**config.mk**
```make
export PLATFORM = sky130hd
export DESIGN_NAME = pw_histo_mon
export DESIGN_NICKNAME = d
export VERILOG_FILES = /design/src/rtl/pw_histo_pkg.sv /design/src/rtl/pw_histo_ch.sv /design/src/rtl/pw_histo_mon.sv
export SDC_FILE = /design/constraint.sdc
export NUM_CORES = 2
export LEC_CHECK = 0
export CAP_MARGIN = 20
export CORE_ASPECT_RATIO = 1.75
export CORE_MARGIN = 5
export CORE_UTILIZATION = 59
export DETAILED_ROUTE_END_ITERATION = 8
export PLACE_DENSITY_LB_ADDON = 0.3
export SYNTH_ARGS = -nofsm -noshare
export SYNTH_HDL_FRONTEND = slang
export SYNTH_SLANG_ARGS = --single-unit
```
**constraint.sdc**
```tcl
create_clock -name i_clk -period 5.17 [get_ports i_clk]
set_input_delay 0.517 -clock i_clk [delete_from_list [all_inputs] [get_ports i_clk]]
set_output_delay 0.517 -clock i_clk [all_outputs]
set_load 0.02 [all_outputs]
```
**src/rtl/pw_histo_pkg.sv**
```systemverilog
// pw_histo_pkg: shared types and helpers for the pulse-width histogram monitor (polarity enum, index width, saturating increment)
package pw_histo_pkg;
  typedef enum logic {PW_HIGH = 1'b0, PW_LOW = 1'b1} pw_mode_e;
  function automatic int idx_w(input int n);
    return (n > 1) ? $clog2(n) : 1;
  endfunction
  function automatic logic [31:0] sat_inc(input logic [31:0] v, input logic [31:0] max);
    return (v == max) ? v : v + 32'd1;
  endfunction
endpackage

```
**src/rtl/pw_histo_ch.sv**
```systemverilog
// pw_histo_ch: one probe channel (i_clk/i_rst, probe/mode/en/clr in; combinational bin select sel_bin->sel_dat, sticky ovf out)
module pw_histo_ch
  import pw_histo_pkg::*;
#(
  parameter int NBIN = 20,
  parameter int CW   = 16,
  parameter int LW   = 8
) (
  input  logic                     i_clk,
  input  logic                     i_rst,
  input  logic                     probe,
  input  pw_mode_e                 mode,
  input  logic                     en,
  input  logic                     clr,
  input  logic [idx_w(NBIN+1)-1:0] sel_bin,
  output logic [CW-1:0]            sel_dat,
  output logic                     ovf
);
  localparam int BW = idx_w(NBIN + 1);
  localparam logic [CW-1:0] CMAX = '1;
  localparam logic [LW-1:0] WMAX = '1;
  logic          a, commit;
  logic [BW-1:0] b;
  logic          d_a_q, d_a_d, armed_q, armed_d, ovf_q, ovf_d;
  logic [LW-1:0] wcnt_q, wcnt_d;
  logic [CW-1:0] bins_q [NBIN+1];
  logic [CW-1:0] bins_d [NBIN+1];
  always_comb begin
    a       = probe ^ mode;
    b       = (int'(wcnt_q) >= NBIN) ? BW'(NBIN) : BW'(wcnt_q);
    commit  = ~a & d_a_q & armed_q & en;
    d_a_d   = a;
    wcnt_d  = clr ? '0 : (a & ~d_a_q & en) ? LW'(1) : (a & d_a_q & armed_q) ? LW'(sat_inc(32'(wcnt_q), 32'(WMAX))) : wcnt_q;
    armed_d = ~clr & en & a & (~d_a_q | armed_q);
    ovf_d   = ~clr & (ovf_q | (commit & ((bins_q[b] == CMAX) | (bins_q[0] == CMAX))));
    bins_d  = bins_q;
    if (commit) begin
      bins_d[b] = CW'(sat_inc(32'(bins_q[b]), 32'(CMAX)));
      bins_d[0] = CW'(sat_inc(32'(bins_q[0]), 32'(CMAX)));
    end
    if (clr) bins_d = '{default: '0};
    sel_dat = (int'(sel_bin) <= NBIN) ? bins_q[sel_bin] : '0;
  end
  assign ovf = ovf_q;
  always_ff @(posedge i_clk) begin
    if (i_rst) begin
      d_a_q   <= 1'b0;
      armed_q <= 1'b0;
      ovf_q   <= 1'b0;
      wcnt_q  <= '0;
      bins_q  <= '{default: '0};
    end else begin
      d_a_q   <= d_a_d;
      armed_q <= armed_d;
      ovf_q   <= ovf_d;
      wcnt_q  <= wcnt_d;
      bins_q  <= bins_d;
    end
  end
endmodule

```
**src/rtl/pw_histo_mon.sv**
```systemverilog
// pw_histo_mon: NCH-channel pulse-width histogram (i_probe/i_mode/i_en/i_clr in; i_rd/i_rd_ch/i_rd_bin -> o_rd_dat/o_rd_vld one cycle later; o_ovf sticky per channel)
module pw_histo_mon
  import pw_histo_pkg::*;
#(
  parameter int NCH  = 2,
  parameter int NBIN = 20,
  parameter int CW   = 16,
  parameter int LW   = 8
) (
  input  logic                     i_clk,
  input  logic                     i_rst,
  input  logic [NCH-1:0]           i_probe,
  input  logic [NCH-1:0]           i_mode,
  input  logic                     i_en,
  input  logic                     i_clr,
  input  logic                     i_rd,
  input  logic [idx_w(NCH)-1:0]    i_rd_ch,
  input  logic [idx_w(NBIN+1)-1:0] i_rd_bin,
  output logic [CW-1:0]            o_rd_dat,
  output logic                     o_rd_vld,
  output logic [NCH-1:0]           o_ovf
);
  logic [CW-1:0] ch_dat [NCH];
  logic [CW-1:0] rd_dat_q, rd_dat_d;
  logic          rd_vld_q, rd_vld_d;
  for (genvar g = 0; g < NCH; g++) begin : g_ch
    pw_histo_ch #(.NBIN(NBIN), .CW(CW), .LW(LW)) u_ch (
      .i_clk   (i_clk),
      .i_rst   (i_rst),
      .probe   (i_probe[g]),
      .mode    (pw_mode_e'(i_mode[g])),
      .en      (i_en),
      .clr     (i_clr),
      .sel_bin (i_rd_bin),
      .sel_dat (ch_dat[g]),
      .ovf     (o_ovf[g])
    );
  end
  always_comb begin
    rd_vld_d = i_rd;
    rd_dat_d = !i_rd ? rd_dat_q : (int'(i_rd_ch) < NCH) ? ch_dat[i_rd_ch] : '0;
  end
  assign o_rd_dat = rd_dat_q;
  assign o_rd_vld = rd_vld_q;
  always_ff @(posedge i_clk) begin
    if (i_rst) begin
      rd_dat_q <= '0;
      rd_vld_q <= 1'b0;
    end else begin
      rd_dat_q <= rd_dat_d;
      rd_vld_q <= rd_vld_d;
    end
  end
endmodule

```
# Word level (Yosys, flattened, before mapping)
# Index checks and enable logic that the tools add are counted.
[word_totals] word_cells=167 out_inout_bits=19 input_bits=15 register_bits=711
[op_classes] n_lt_le_gt_ge=9 add_sub_neg=6 n_bitwise=44 n_eq_ne=8 reduce_logical=13 muxes=33
[op_table] cell="$bwmux 336" count=2
[op_table] cell="$bmux 16 s5" count=4
[op_table] cell="$mux 16" count=17
[op_table] cell="$demux 16 s5" count=2
[op_table] cell="$add 16x1->16 const B" count=4
[op_table] cell="$eq 16x16->1 const B" count=4
[op_table] cell="$and 1x1->1" count=23
[op_table] cell="$ge 6x6->1 const B" count=3
[op_table] cell="$not 5->6" count=3
[op_table] cell="$add 8x1->8 const B" count=2
[op_table] cell="$eq 8x8->1 const B" count=2
[op_table] cell="$ge 8x5->1 const B" count=2
[op_table] cell="$lt 6x1->1 const B" count=2
[op_table] cell="$reduce_and 2->1" count=6
[op_table] cell="$mux 5" count=2
[op_table] cell="$not 1->1" count=9
[op_table] cell="$mux 1" count=6
[op_table] cell="$or 1x1->1" count=6
[op_table] cell="$reduce_or 3->1" count=2
[op_table] cell="$le 5x5->1 const B" count=1
[op_table] cell="$ne 2x1->1 const B" count=2
[op_table] cell="$reduce_bool 2->1" count=2
[op_table] cell="$ge 2x2->1 const B" count=1
[op_table] cell="$logic_and 1x1->1" count=2
[op_table] cell="other kinds (3)" count=4

# Logic depth before layout (Yosys ltp)
[logic_depth] word_depth=11 mapped_depth=19 ltp_nobuf=12

# Modules after synthesis
# A second synthesis with hierarchy kept.
[hier_totals] hier_cells=4345 hier_area_um2=38358.0
[modules_own_cells] module="pw_histo_ch at g_ch[0].u_ch" n_inst=1 area_per_inst_um2=18824.3 seq_area_each_um2=6946.7 cells_each=2133
[modules_own_cells] module="pw_histo_ch at g_ch[1].u_ch" n_inst=1 area_per_inst_um2=18788.0 seq_area_each_um2=6946.7 cells_each=2138
[modules_own_cells] module="pw_histo_mon" n_inst=1 area_per_inst_um2=745.7 seq_area_each_um2=340.3 cells_each=74

# Worst setup path after synthesis
# No wires, ideal clock.
[synth_path] path_kind="register -> register" start="reg g_ch[0].u_ch.wcnt_q[0]" end="reg g_ch[0].u_ch.bins_q[17] (netlist name)" arrival_time_ps=3560 setup_time_ps=133 setup_slack_ps=1477 period_less_slack_ps=3693 path_buffers=6 stages_incl_launch_ff=18 cell_sequence="dfxtp_1 -> buf_2 -> buf_4 -> buf_2 -> buf_2 -> buf_2 -> nor2_1 -> nor2_1 -> o31a_1 -> nor3_1 -> and4bb_1 -> ha_1 -> and3_1 -> nand4b_1 -> nor4_4 -> mux2i_1 -> clkbuf_1 -> a21oi_1"
[synth_between] elab_chain_len=9 word_cells_on_any_way=15
[synth_rtl] item="start, declared" line_no="pw_histo_ch.sv:25" text="logic [LW-1:0] wcnt_q, wcnt_d;"
[synth_rtl] item="start signal, assigned" line_no="pw_histo_ch.sv:56" text="wcnt_q <= wcnt_d;"
[synth_rtl] item="$ge 8x5->1" line_no="pw_histo_ch.sv:30" text="b = (int'(wcnt_q) >= NBIN) ? BW'(NBIN) : BW'(wcnt_q);"
[synth_rtl] item="$mux 5 (*)" line_no="pw_histo_ch.sv:30"
[synth_rtl] item="$not 5->6 (not written as such) (*)" line_no="pw_histo_ch.sv:38" text="bins_d[b] = CW'(sat_inc(32'(bins_q[b]), 32'(CMAX)));"
[synth_rtl] item="$bmux 16 s5" line_no="pw_histo_ch.sv:38"
[synth_rtl] item="$mux 16 (not written as such) (2 in series)" line_no="pw_histo_ch.sv:38"
[synth_rtl] item="$add 16x1->16 or $eq 16x16->1 (tied branches)" line_no="pw_histo_pkg.sv:8" text="return (v == max) ? v : v + 32'd1;"
[synth_rtl] item="$mux 16" line_no="pw_histo_pkg.sv:8"
[synth_rtl] item="$bwmux 336 (*)" line_no="pw_histo_ch.sv:38"
[synth_rtl] item="end signal, assigned" line_no="pw_histo_ch.sv:57" text="bins_q <= bins_d;"
[synth_rtl] item="end, declared" line_no="pw_histo_ch.sv:26" text="logic [CW-1:0] bins_q [NBIN+1];"
# Every way passes the cells marked *; elsewhere a longest branch is shown, timed or not. The select of a mux whose other input is x is not followed.
# A chain may end at the register's enable or synchronous reset.

# Final worst setup path
[layout_path] start="reg g_ch[1].u_ch.wcnt_q[3]" end="reg g_ch[1].u_ch.bins_q[143] (netlist name)"
[layout_between] elab_chain_len=9 word_cells_on_any_way=15
[layout_rtl] item="start, declared" line_no="pw_histo_ch.sv:25"
[layout_rtl] item="start signal, assigned" line_no="pw_histo_ch.sv:56"
[layout_rtl] item="$ge 8x5->1" line_no="pw_histo_ch.sv:30"
[layout_rtl] item="$mux 5 (*)" line_no="pw_histo_ch.sv:30"
[layout_rtl] item="$not 5->6 (not written as such) (*)" line_no="pw_histo_ch.sv:38"
[layout_rtl] item="$bmux 16 s5" line_no="pw_histo_ch.sv:38"
[layout_rtl] item="$mux 16 (not written as such) (2 in series)" line_no="pw_histo_ch.sv:38"
[layout_rtl] item="$add 16x1->16 or $eq 16x16->1 (tied branches)" line_no="pw_histo_pkg.sv:8"
[layout_rtl] item="$mux 16" line_no="pw_histo_pkg.sv:8"
[layout_rtl] item="$bwmux 336 (*)" line_no="pw_histo_ch.sv:38"
[layout_rtl] item="end signal, assigned" line_no="pw_histo_ch.sv:57"
[layout_rtl] item="end, declared" line_no="pw_histo_ch.sv:26"
# Marked as above.

==> run metrics <==
Final #Nets=4428; hold-critical path depth=2; Post-synth EDFFs=0; largest net degree at the start of global routing=141; GRT busiest layer=met2; met2 Use GR=70.1%; HPWL after DPL=107000 um; vias per cell=7.20; Max transition margin=12.9%; FMAX=197 MHz; core area=64300 sq um; num ports=34; Syn Area/Cell=8.43 sq um; first-pass GRT wire length=227000 um; Area Growth Syn to Fin=10.3%; Starting Density=59.5%; total power after layout=11.6 mW; worst r2r src=g_ch[1].u_ch.wcnt_q[3]; row cnt=123; Post-CTS Setup Bufs=0; unrepaired setup endpoints after global routing=no; via count=37986; YS warnings=0; largest area contributor in the netlist=dfxtp_1; filler instances=5404; DR DRC count=2; power per cell area=276 nW/um^2; width of the die=202 um; LEAKAGE=13.6 nW; status=finished, violations left; fin cells=5274; Post-synth top flop=dfxtp_1; total die area=70200 sq um; Fin Clk Skew=0.0338 ns; DRT Pass-1 Iters=9; initial DRC count=4221; area share of the largest cell type after synthesis=37.2%; Setup crit start=g_ch[1].u_ch.wcnt_q[3]; worst slew pin tran=1.29 ns; Synthesized Nets=4560; synth unique cells=92; Placed Cells=5142; Synth async-reset ratio=0%; failing checks=DRC; Hold Path Class=reg2reg; final RePlAce weighted congestion=1.02; Reg-to-Reg End=g_ch[1].u_ch.bins_q[143]; DR WL/cell=29.0 um; post-cts sizing count=0; Min Hold Slack=0.467 ns; flop-to-flop setup slack=0.09 ns; clock buffer count from CTS=69; clock tree buffer depth=3; Tot GR Track Use=42.1%; Final min period=5.08 ns; worst-path maximum fanout=20; Worst Path Arrival=5.57 ns; top cells by count, synth=717 x nand2_1, 711 x dfxtp_1, 526 x a21oi_1, 394 x o21ai_0, 365 x nand3_1; Seq. cell area=14200 sq um; Post-CTS Hold Fix Bufs=0; initial antenna violation count=5; Register-to-Register Path Depth=12; multi-input logic area=22100 sq um; Clk Latency, worst-skew pair=0.66 ns; Final Cycle Share=98.2%; Final Hold Fails=0; Crit Path Category=reg2reg; Yosys reg bits=711; layout cell share with drive strength beyond 1=14.4%; final setup fails=0; clock-pin slew on the worst setup and hold paths=0.07 ns; global route total overflow=0; Detailed Route WL=153000 um; CP required=5.66 ns; Die Height=347 um; CTS sink cnt=711; number of global-route vias before repair=37032; Final Max Tran Viols=0; synthesized area=38300 sq um; met3 Use GR=9.87%; crit path capture=g_ch[1].u_ch.bins_q[143]; final setup TNS=0 ns; sequential element share of the synthesized area=37.2%; max cap viols=0; buffers added on ports=33; most frequent cell after synthesis=nand2_1; post-synthesis cell count=4537; top post-synthesis cells by area=dfxtp_1 37%, mux4_2 11%, nand2_1 7.0%, a21oi_1 6.9%, o21ai_0 5.2%; M1 GR Usage=42.2%; TritonCTS clock tree=built; CP startpoint kind=register; Worst IR Drop VDD=0.000323 V; Root Buffer=clkbuf_16; Detail Route Antenna Nets=0; critical path endpoint category=register; H-tree depth=3
metrics by stage:
| stage | utilization [%] | setup slack [ns] | cell area (sq um) |
|---|---|---|---|
| finish | 65.6 | 0.0940 | 42200 |
| global placement | 61.7 | 0.555 | 39700 |
| CTS | 65.5 | 0.472 | 42200 |
| floorplan | - | 1.48 | 38300 |
| detailed placement | 61.7 | 0.475 | 39700 |
| global route | 65.6 | 0.00580 | 42200 |
cells in the final DEF, fill, tap and decap left out, types with 11 or more instances in the layout:
cell type / count
mux2_2: 52
nand4_1: 46
a211oi_1: 26
xnor2_1: 18
a311oi_1: 16
clkdlybuf4s50_1: 29
buf_12: 20
a31oi_1: 29
nor2b_1: 55
nand3_1: 365
clkbuf_8: 17
mux4_2: 192
dfxtp_1: 707
o22ai_1: 40
o221ai_1: 20
o31ai_1: 23
buf_4: 193
and3_1: 16
a21oi_1: 526
o21ai_0: 390
nor3_1: 51
o21a_1: 11
a2bb2oi_1: 18
o2111ai_1: 13
inv_1: 34
and2_1: 13
mux2i_1: 165
a22oi_1: 31
or3_1: 20
o211ai_1: 13
clkbuf_16: 72
xor2_1: 23
o2bb2ai_1: 13
nand2_1: 717
nor2_1: 188
a41oi_1: 23
and4_1: 15
nor4_1: 21
a221oi_1: 13
flip-flops by register name, indices dropped and copies added (netlist names):
register and flops:
g_ch.u_ch.ovf 2, g_ch.u_ch.bins_q 672, g_ch.u_ch.armed_q 2, g_ch.u_ch.d_a_q 2
o_rd_vld 1, o_rd_dat 16, g_ch.u_ch.wcnt_q 16
logic make-up (layout without fill, tap and decap cells):
kind of cell	count (synthesis)	after routing	share of synthesized area [%]
flip-flops	711	711	37.2
AO/OA/AOI/OAI	1301	1301	20.0
AND/OR/NAND/NOR	1577	1577	19.1
XOR/XNOR	42	42	0.962
adder cells (fa/ha/maj)	8	8	0.262
multiplexers	411	411	17.2
buffers and inverters	487	409	5.25
other	0	3	0
worst max-delay path, stage by stage (launching register included):
cell	delay, ns
dfxtp_1	0.70
nor4b_1	0.79
nand2_1	0.52
buf_4	0.33
a311oi_1	0.43
a2111oi_1	0.29
and4_1	0.31
buf_4	0.17
nand2_1	0.24
nor2_4	0.11
nor3_2	0.53
buf_4	0.37
a21oi_1	0.11
layout make-up:
type / count / share of cell area [%]
Clock inverter: 28 / 0.985
Inverter: 36 / 0.320
Antenna cell: 3 / 0.0178
Timing Repair Buffer: 248 / 5.22
Tap cell: 812 / 2.41
Clock buffer: 97 / 4.87
Multi-Input combinational cell: 3339 / 52.4
Sequential cell: 711 / 33.8
per-layer routing:
layer	share of wire [%]	up-vias	wire length [um]
met2	47	2740	71900
li1	-	16356	-
met1	30	17721	46400
met4	13	2	20000
met3	9.5	1167	14500
met5	0.0046	-	7
worst min path at each step:
stage	endpoint	from
2_1_floorplan	g_ch[1].u_ch.bins_q[130]	g_ch[1].u_ch.bins_q[130]
3_3_place_gp	g_ch[1].u_ch.bins_q[195]	g_ch[1].u_ch.bins_q[195]
3_5_place_dp	g_ch[0].u_ch.bins_q[232]	g_ch[0].u_ch.bins_q[232]
4_1_cts	g_ch[0].u_ch.bins_q[146]	g_ch[0].u_ch.bins_q[146]
5_1_grt	g_ch[1].u_ch.bins_q[211]	g_ch[1].u_ch.bins_q[211]
6_report	g_ch[0].u_ch.bins_q[54]	g_ch[0].u_ch.bins_q[54]
where the power goes:
group | leakage, nW | internal, mW | switching (mW)
logic | 6.69 | 0.170 | 0.373
registers | 5.73 | 5.48 | 0.0103
clock network | 1.22 | 3.25 | 2.35
No activity file was read; power rests on OpenSTA's default activity.
